`src/rtl/le_strobe_seq_if.sv`:
```
// Signal bundle between a latch-enable sequencer and its requester.
// The requester drives the controls; the sequencer drives the enables and status.
interface le_strobe_seq_if #(
  parameter int AW = 3,
  parameter int HW = 8
);
  localparam int N = 1 << AW;

  logic          en;
  logic          mode;
  logic          start;
  logic [AW-1:0] Addr;
  logic [HW-1:0] hold;
  logic [N-1:0]  LE;
  logic [AW-1:0] cur_addr;
  logic          busy;
  logic          done;

  modport master (
    output en, mode, start, Addr, hold,
    input  LE, cur_addr, busy, done
  );

  modport slave (
    input  en, mode, start, Addr, hold,
    output LE, cur_addr, busy, done
  );
endinterface

```
`src/rtl/le_strobe_seq.sv`:
```
// Registered one-hot latch-enable generator: single strobe or round-robin scan
// with a one-cycle all-zero guard between scan slots.
module le_strobe_seq #(
  parameter int AW = 3,
  parameter int HW = 8
) (
  input logic           clk,
  input logic           rst_n,
  le_strobe_seq_if.slave bus
);
  localparam int N = 1 << AW;

  typedef enum logic [1:0] {IDLE, STROBE, GUARD} state_t;

  state_t        state_q, state_d;
  logic [HW-1:0] cnt_q, cnt_d;
  logic [HW-1:0] w_q, w_d;
  logic          scan_q, scan_d;
  logic [AW-1:0] addr_q, addr_d;
  logic [N-1:0]  le_q, le_d;
  logic          busy_q, busy_d;
  logic          done_q, done_d;

  logic [HW-1:0] hold_w;
  logic [AW-1:0] addr_nx;

  function automatic logic [N-1:0] onehot(input logic [AW-1:0] a);
    logic [N-1:0] v;
    v    = '0;
    v[a] = 1'b1;
    return v;
  endfunction

  // A zero hold still gives a one-cycle strobe.
  assign hold_w  = (bus.hold == '0) ? HW'(1) : bus.hold;
  assign addr_nx = addr_q + AW'(1);

  always_ff @(posedge clk or negedge rst_n) begin
    if (!rst_n) begin
      state_q <= IDLE;
      cnt_q   <= '0;
      w_q     <= '0;
      scan_q  <= 1'b0;
      addr_q  <= '0;
      le_q    <= '0;
      busy_q  <= 1'b0;
      done_q  <= 1'b0;
    end else begin
      state_q <= state_d;
      cnt_q   <= cnt_d;
      w_q     <= w_d;
      scan_q  <= scan_d;
      addr_q  <= addr_d;
      le_q    <= le_d;
      busy_q  <= busy_d;
      done_q  <= done_d;
    end
  end

  // cnt_q holds the strobe cycles still remaining after the current one.
  always_comb begin
    state_d = state_q;
    cnt_d   = cnt_q;
    w_d     = w_q;
    scan_d  = scan_q;
    addr_d  = addr_q;
    le_d    = le_q;
    busy_d  = busy_q;
    done_d  = 1'b0;

    if (!bus.en) begin
      state_d = IDLE;
      cnt_d   = '0;
      le_d    = '0;
      busy_d  = 1'b0;
    end else begin
      case (state_q)
        IDLE: begin
          le_d   = '0;
          busy_d = 1'b0;
          if (bus.start) begin
            state_d = STROBE;
            addr_d  = bus.Addr;
            w_d     = hold_w;
            cnt_d   = hold_w - HW'(1);
            scan_d  = bus.mode;
            le_d    = onehot(bus.Addr);
            busy_d  = 1'b1;
          end
        end
        STROBE: begin
          if (cnt_q == '0) begin
            le_d = '0;
            if (scan_q) begin
              state_d = GUARD;
            end else begin
              state_d = IDLE;
              busy_d  = 1'b0;
              done_d  = 1'b1;
            end
          end else begin
            cnt_d = cnt_q - HW'(1);
          end
        end
        GUARD: begin
          // The live mode input decides whether the sweep continues.
          if (bus.mode) begin
            state_d = STROBE;
            addr_d  = addr_nx;
            le_d    = onehot(addr_nx);
            cnt_d   = w_q - HW'(1);
          end else begin
            state_d = IDLE;
            busy_d  = 1'b0;
            done_d  = 1'b1;
          end
        end
        default: begin
          state_d = IDLE;
          le_d    = '0;
          busy_d  = 1'b0;
        end
      endcase
    end
  end

  assign bus.LE       = le_q;
  assign bus.cur_addr = addr_q;
  assign bus.busy     = busy_q;
  assign bus.done     = done_q;
endmodule

```
`src/flat_wrapper.sv`:
```
// flat-port wrapper written by rule: the top's interface ports become plain ports
module le_strobe_seq_flat 
#(
  parameter int AW = 3,
  parameter int HW = 8
)
  (clk, rst_n, bus_en, bus_mode, bus_start, bus_Addr, bus_hold, bus_LE, bus_cur_addr, bus_busy, bus_done);
  le_strobe_seq_if #(.AW(AW), .HW(HW)) bus_i ();
  input logic clk;
  input logic rst_n;
  input wire logic [$bits(bus_i.en)-1:0] bus_en;
  input wire logic [$bits(bus_i.mode)-1:0] bus_mode;
  input wire logic [$bits(bus_i.start)-1:0] bus_start;
  input wire logic [$bits(bus_i.Addr)-1:0] bus_Addr;
  input wire logic [$bits(bus_i.hold)-1:0] bus_hold;
  output wire logic [$bits(bus_i.LE)-1:0] bus_LE;
  output wire logic [$bits(bus_i.cur_addr)-1:0] bus_cur_addr;
  output wire logic [$bits(bus_i.busy)-1:0] bus_busy;
  output wire logic [$bits(bus_i.done)-1:0] bus_done;
  assign bus_i.en = bus_en;
  assign bus_i.mode = bus_mode;
  assign bus_i.start = bus_start;
  assign bus_i.Addr = bus_Addr;
  assign bus_i.hold = bus_hold;
  assign bus_LE = bus_i.LE;
  assign bus_cur_addr = bus_i.cur_addr;
  assign bus_busy = bus_i.busy;
  assign bus_done = bus_i.done;
  le_strobe_seq #(.AW(AW), .HW(HW)) u_core (.clk(clk), .rst_n(rst_n), .bus(bus_i));
endmodule
```
`config.mk`:
```
export PLATFORM = sky130hd
export DESIGN_NAME = le_strobe_seq_flat
export DESIGN_NICKNAME = d
export VERILOG_FILES = /design/src/rtl/le_strobe_seq_if.sv /design/src/rtl/le_strobe_seq.sv /design/src/flat_wrapper.sv
export SDC_FILE = /design/constraint.sdc
export NUM_CORES = 1
export LEC_CHECK = 0
export ABC_AREA = 1
export CAP_MARGIN = 25
export CORE_UTILIZATION = 59
export CTS_CLUSTER_SIZE = 24
export DETAILED_ROUTE_END_ITERATION = 7
export PLACE_DENSITY = 0.85
export SETUP_SLACK_MARGIN = 0.1
export SLEW_MARGIN = 20
export SYNTH_ARGS = -nofsm -noshare
export SYNTH_HDL_FRONTEND = slang
export SYNTH_SLANG_ARGS = --single-unit
```
`constraint.sdc`:
```
create_clock -name clk -period 3.9 [get_ports clk]
set_input_delay 0.39 -clock clk [delete_from_list [all_inputs] [get_ports clk]]
set_output_delay 0.39 -clock clk [all_outputs]
set_load 0.01 [all_outputs]
```
==> results.cfg, run 1 <==
[run_status]
status = completed

[cells_and_area]
final.fill_count = 279
seqCellArea_um2 = 801
finalNetCount = 324
synthToLayoutAreaGrowth_pct = 16.8
layout.cells.non_filler = 349
multi_input_area_mm2 = 0.00105
num_antenna_cells = 0
drive_above_1_share_pct = 13.5

[pwr]
leakage_nw = 1.17
internal_power_uw = 861
combinationalPowerShare_pct = 55.7
power.total_mw = 1.63
ir_drop_mv = 0.399
switching_share_pct = 47.1
p_clk_share_pct = 12.4
p_switching_uw = 765
p_per_area_mw_per_mm2 = 677
pwr-share-seq_pct = 31.9

[logic_synthesis]
ys_types = 31
synth_nets = 294
syn_avg_cell_area_um2 = 7.56
synth_top_family_by_area = simple AND/OR/NAND/NOR gates
synthXorXnorAreaFrac_pct = 1.28
synthCells = 272
synth_mux_area_share_pct = 0
synth-compound-area-share_pct = 13.7
ys_warn_count = 0
synthesis.area_mm2 = 0.00206
yosys.area_share.simple_pct = 32.4
synthAdderAreaFrac_pct = 3.65
synth_seq_area_share_pct = 38.9
ys_seq_elements = 32

[worst_setup_path]
arrival_ns = 2.36
crit_fanout = 10
cp-start-kind = flop
crit_required_ns = 4.12
cp-startpoint = u_core.state_q[0]$_DFFE_PN0P_
path_class = reg -> reg
crit_path_end_kind = flop
r2r-start = u_core.state_q[0]$_DFFE_PN0P_

[floorplan]
core-area_mm2 = 0.00334
die_h_um = 61.0
die_area_mm2 = 0.00373
row_count = 21
io_pins = 29
initial_core_util_pct = 61.6
fp.dieW_um = 61.0

[sta]
skew_ns = 0.00926
tns_ns = 0
setup_violations = 0
rsz0062_at_grt = no
clock.fmax_ghz = 0.467
slew_viol_final = 0
hold_viol_final = 0
timing.final.ws_setup_ns = 1.76
post-route-period-util_pct = 54.9
period_minus_slack_ns = 2.14
worst_slew_margin_rel_pct = 60.9
worst_pin_slew_ns = 0.585

[detailed_routing]
firstDrtPassIters = 4
ant_nets = 0
wirelength_um = 4320
wire_per_inst_um = 12.4
drcViolationCount = 0
drt-vias-per-instance = 5.35
drtIter0Drc = 99
vias = 1868

[global_route]
grt_pass1_wl_um = 7140
grt.total_usage_pct = 26.2
grt_pass1_vias = 1599
antenna_found_initial = 0
grt_max_degree = 33
grt_overflow = 0

[placement]
globalplace.congestion = 0.927
numPortBuffers = 28
place_inst = 341
post-place-ws_ns = 1.71
hpwlAfterDp_um = 3370

[job]
drv_cap = 0

[cts]
cts.repair.resized = 0
clk_path_buf_depth = 2
cts_tree = yes
clock_latency_ns = 0.34
clock-sinks = 32
clk_pin_slew_worst_paths_ns = 0.11
ctsHoldBuffers = 0
htreeDepth = 2
cts_root_buf = clkbuf_4
cts_made_buffers = 5
cts_setup_buffers = 0

[min_path]
hold_class = in -> async
synthesized netlist by cell type, drive strengths merged:
| master | number | share of area [%] |
|---|---|---|
| a31oi | 2 | 0.61 |
| nand3b | 1 | 0.37 |
| a21oi | 3 | 0.73 |
| nand4 | 4 | 1.2 |
| ha | 6 | 3.6 |
| buf | 6 | 2.9 |
| nand3 | 23 | 5.8 |
| a22oi | 4 | 1.5 |
| dfrtp | 32 | 39 |
| or2 | 1 | 0.30 |
| nor3 | 4 | 2.1 |
| a211oi | 1 | 0.37 |
| nor2 | 23 | 6.1 |
| o21a | 2 | 0.73 |
| o21ai | 30 | 7.7 |
| xor2 | 2 | 0.85 |
| xnor2 | 1 | 0.43 |
| o22ai | 7 | 2.1 |
| nand2 | 82 | 16 |
| inv | 38 | 7.2 |
flip-flops by register name (all words and copies together), names as in the netlist:
| signal | cells |
|---|---|
| u_core.w_q | 8 |
| u_core.bus.cur_addr | 3 |
| u_core.state_q | 2 |
| u_core.cnt_q | 8 |
| u_core.bus.done | 1 |
| u_core.bus.LE | 8 |
| u_core.scan_q | 1 |
| u_core.bus.busy | 1 |
critical path: stages (launching register included):
cell     delay [ns]
dfrtp_1        0.40
inv_1          0.09
ha_1           0.45
inv_4          0.18
nand3_1        0.10
nand2_2        0.15
ha_1           0.20
nand2_1        0.07
nor2_2         0.13
xor2_1         0.16
o22ai_1        0.08
kinds of logic (layout without fill, tap and decap cells):
kind of cell / Yosys count / count (layout)
XOR/XNOR: 3 / 3
flip-flops: 32 / 32
AO/OA/AOI/OAI: 49 / 49
AND/OR/NAND/NOR: 138 / 138
adder cells (fa/ha/maj): 6 / 6
buffers and inverters: 44 / 75
power by group through the flow:
stage | Sequential [mW] | Clock, mW | Combinational [mW]
2_1_floorplan | 0.517 | 0 | 0.697
4_1_cts | 0.516 | 0.206 | 0.898
3_3_place_gp | 0.516 | 0 | 0.879
3_5_place_dp | 0.523 | 0 | 0.892
6_report | 0.519 | 0.202 | 0.905
5_1_grt | 0.530 | 0.215 | 1.02
final timing paths:
path | to | slack, ns | cells past startpoint
worst max-delay path | u_core.cnt_q[4]$_DFFE_PN0P_ | 1.76 | 10
worst min-delay path | u_core.w_q[4]$_DFFE_PN0P_ | 0.44 | 2
worst max register to register | u_core.cnt_q[4]$_DFFE_PN0P_ | 1.76 | 10
worst min register to register | u_core.w_q[5]$_DFFE_PN0P_ | 0.50 | 2
max in group asynchronous | u_core.bus.cur_addr[0]$_DFFE_PN0P_ | 3.17 | 2
min in group clk | u_core.w_q[5]$_DFFE_PN0P_ | 0.50 | 2
cell usage in the layout (no fill, tap or decap):
cell type / n
nor3_4: 2
inv_2: 4
o21ai_2: 2
buf_4: 1
nor2_1: 13
inv_4: 2
a211oi_1: 1
inv_1: 32
nor2_2: 7
o22ai_1: 7
or2_2: 1
nand2_1: 72
nand3_1: 22
xnor2_1: 1
xor2_1: 2
nand3b_1: 1
nand2_4: 1
nor3_1: 2
nand4_1: 4
clkinv_2: 2
o21ai_1: 11
nand2_2: 9
nand3_2: 1
clkdlybuf4s50_1: 28
a22oi_1: 4
a31oi_1: 2
clkbuf_8: 1
o21ai_0: 17
clkbuf_4: 5
dfrtp_1: 32
a21oi_1: 3
nor2_4: 3
ha_1: 6
o21a_1: 2
through the flow:
step / utilization [%] / instance area [um^2] / hold WS, ns
finish: 72.0 / 2400 / 0.438
detailed placement: 70.2 / 2340 / 0.479
CTS: 72.0 / 2400 / 0.443
global placement: 70.2 / 2340 / 0.474
floorplan: - / 2060 / 0.0944
global route: 72.0 / 2400 / 0.481
cell type report:
class | count | area share, %
Clock buffer | 6 | 2.13
Clock inverter | 2 | 0.416
Inverter | 38 | 6.14
Multi-Input combinational cell | 196 | 43.6
Sequential cell | 32 | 33.3
Tap cell | 46 | 2.39
Timing Repair Buffer | 29 | 12.0
per-layer routing:
layer  vias to the layer above  part of all wire, %  track usage, %  wire length (um)
li1                        951                    -               -                 -
met1                       854                   51            39.0              2210
met2                        60                   42            37.6              1820
met3                         3                  6.2            7.98               269
met4                         0                 0.53            5.52                23
met5                         -                    0               0                 0
Note: power is estimated with default switching activity, not from simulation.
==> inputs of run 2 (changes only) <==
- CORE_UTILIZATION: 59 -> 49
- PLACE_DENSITY: 0.85 -> 0.76
- clock period: 3.9 -> 1.9 ns (I/O delays scaled with it)
==> run 2 against run 1 <==
Net effect: via count grew 2.3%; first-iteration DRC count grew 51%; count of clock-buffer cells in the layout grew 2; die area grew 20%; sequential share of layout area shrank 3.3 points; sequential power grew 110%.
==> results.cfg, run 2 (synthesis results as in run 1) <==
[pwr]
p_clk_share_pct = 13.4
pwr-share-seq_pct = 27.1
p_switching_mw = 1.77
internal_power_mw = 2.19
switching_share_pct = 44.6
leakage_nw = 1.28
ir_drop_mv = 0.987
p_per_area_mw_per_mm2 = 1490
combinationalPowerShare_pct = 59.5

[cells_and_area]
final_common_cell = nand2_1
postLayoutCoreUtil_pct = 66.2
seqCellArea_um2 = 801
synthToLayoutAreaGrowth_pct = 29.7
num_antenna_cells = 0
mostFrequentLayoutCells = 69 x nand2_1, 32 x dfrtp_1, 30 x inv_1
layout.cells.non_filler = 368
final.fill_count = 355
finalNetCount = 339
drive_above_1_share_pct = 20.4
multi_input_area_mm2 = 0.00114

[cts]
clk_pin_slew_worst_paths_ns = 0.06
cts_tree = yes
cts_root_buf = clkbuf_8
clock-sinks = 32
cts_made_buffers = 5
clock_latency_ns = 0.29
clk_path_buf_depth = 2
htreeDepth = 2

[placement]
numPortBuffers = 28
globalplace.congestion = 0.857
place_inst = 352
hpwlAfterDp_um = 3500

[worst_setup_path]
crit_required_ns = 2.07
r2r_setup_slack_ns = 0.14
cpPeakStageDelay_ns = 0.42
crit_family = simple AND/OR/NAND/NOR gates
r2r_end = u_core.cnt_q[4]$_DFFE_PN0P_
reg2regPathDepth = 9
arrival_ns = 1.93
crit_fanout = 8
cp-start-kind = flop
worst_path_max_delay_cell = dfrtp_1
cp_cell_sequence = inv_2, ha_4, buf_6, nand3_1, nand2_2, nand2_1, nor2_4, xor2_1, o22ai_1
crit_path_end_kind = flop
cp_num_buf_inv = 2
path_class = reg -> reg
r2r-start = u_core.state_q[1]$_DFFE_PN0P_

[sta]
slew_viol_final = 0
clock.fmax_ghz = 0.569
worst_pin_slew_ns = 0.413
skew_ns = 0.00780
rsz0062_at_grt = yes
setup_violations = 0
period_minus_slack_ns = 1.76
tns_ns = 0
post-route-period-util_pct = 92.5
hold_viol_final = 0
worst_slew_margin_rel_pct = 72.2

[global_route]
grt.total_usage_pct = 22.8
antenna_found_initial = 0
grt_pass1_wl_um = 7490
grt_max_degree = 33
grt_overflow = 0
grt_pass1_vias = 1594

[floorplan]
row_count = 23
initial_core_util_pct = 51.1
die_h_um = 66.8
fp.dieW_um = 66.8
core-area_mm2 = 0.00403
die_area_mm2 = 0.00446
io_pins = 29

[detailed_routing]
drtIter0Drc = 149
wire_per_inst_um = 13.0
vias = 1911
drt-vias-per-instance = 5.19
ant_nets = 0
drcViolationCount = 0
firstDrtPassIters = 4
wirelength_um = 4800

[job]
drv_cap = 0

[min_path]
hold_class = in -> async

[run_status]
status = completed
==> run 2: cell types whose count changed in the layout (fill, tap and decap cells not counted), sizes merged <==
cell / previous run / this run
clkinv: 2 / 1
buf: 1 / 16
clkbuf: 6 / 8
inv: 38 / 37
==> run 2: power groups by stage <==
stage / Combinational [mW] / Sequential [mW] / Clock [mW]
finish: 2.36 / 1.07 / 0.533
detailed placement: 2.01 / 1.07 / 0
CTS: 2.03 / 1.06 / 0.548
floorplan: 1.51 / 1.06 / 0
global route: 2.58 / 1.09 / 0.591
global placement: 1.97 / 1.07 / 0
==> run 2: worst reg2reg max path, delay by kind of cell (launching register included) <==
kind / cells / cell delay [ns]
AO/OA/AOI/OAI: 1 / 0.08
XOR/XNOR: 1 / 0.15
adder cells (fa/ha/maj): 1 / 0.32
buffers and inverters: 2 / 0.22
flip-flops: 1 / 0.42
AND/OR/NAND/NOR: 4 / 0.46
==> run 2: repair_timing <==
action / 4_1_cts / 5_1_grt
endpoints found under the hold margin: 0 / 0
pin swaps: 1 / 7
setup buffers: 1 / 7
hold buffers: 0 / 0
gates resized for setup: 1 / 17
endpoints found under the setup margin: 4 / 10
gates cloned: 0 / 0
==> run 2: through the flow <==
stage               hold slack, ns  instance area, um^2  total power, mW  worst slack [ns]
floorplan                   -0.106                 2090             2.57             0.113
global placement             0.472                 2430             3.03             0.118
detailed placement           0.479                 2430             3.08            0.0470
CTS                          0.319                 2530             3.64             0.127
global route                 0.350                 2670             4.27            0.0542
finish                       0.311                 2670             3.96             0.143
==> run 2: how the worst max path moves through the flow <==
stage / to / from / depth (start not counted)
6_report: u_core.cnt_q[4]$_DFFE_PN0P_ / u_core.state_q[1]$_DFFE_PN0P_ / 9
5_1_grt: u_core.cnt_q[3]$_DFFE_PN0P_ / u_core.state_q[1]$_DFFE_PN0P_ / 11
4_1_cts: u_core.cnt_q[4]$_DFFE_PN0P_ / u_core.state_q[0]$_DFFE_PN0P_ / 10
3_5_place_dp: u_core.cnt_q[4]$_DFFE_PN0P_ / u_core.state_q[0]$_DFFE_PN0P_ / 10
3_3_place_gp: u_core.cnt_q[4]$_DFFE_PN0P_ / u_core.state_q[0]$_DFFE_PN0P_ / 10
2_1_floorplan: u_core.cnt_q[4]$_DFFE_PN0P_ / u_core.state_q[0]$_DFFE_PN0P_ / 11
==> run 2: cell type report <==
cell class,instances,area share (%)
Multi-Input combinational cell,196,42.7
Sequential cell,32,30.0
Timing Repair Buffer,44,15.6
Inverter,38,5.91
Clock buffer,8,3.38
Tap cell,50,2.35
==> run 2: metal layers <==
layer / vias up / track usage [%] / part of all wire (%)
met4: 0 / 7.18 / 1.4
met2: 59 / 33.6 / 46
li1: 969 / - / -
met3: 5 / 4.79 / 7.0
met5: - / 0 / 0
met1: 878 / 32.9 / 46
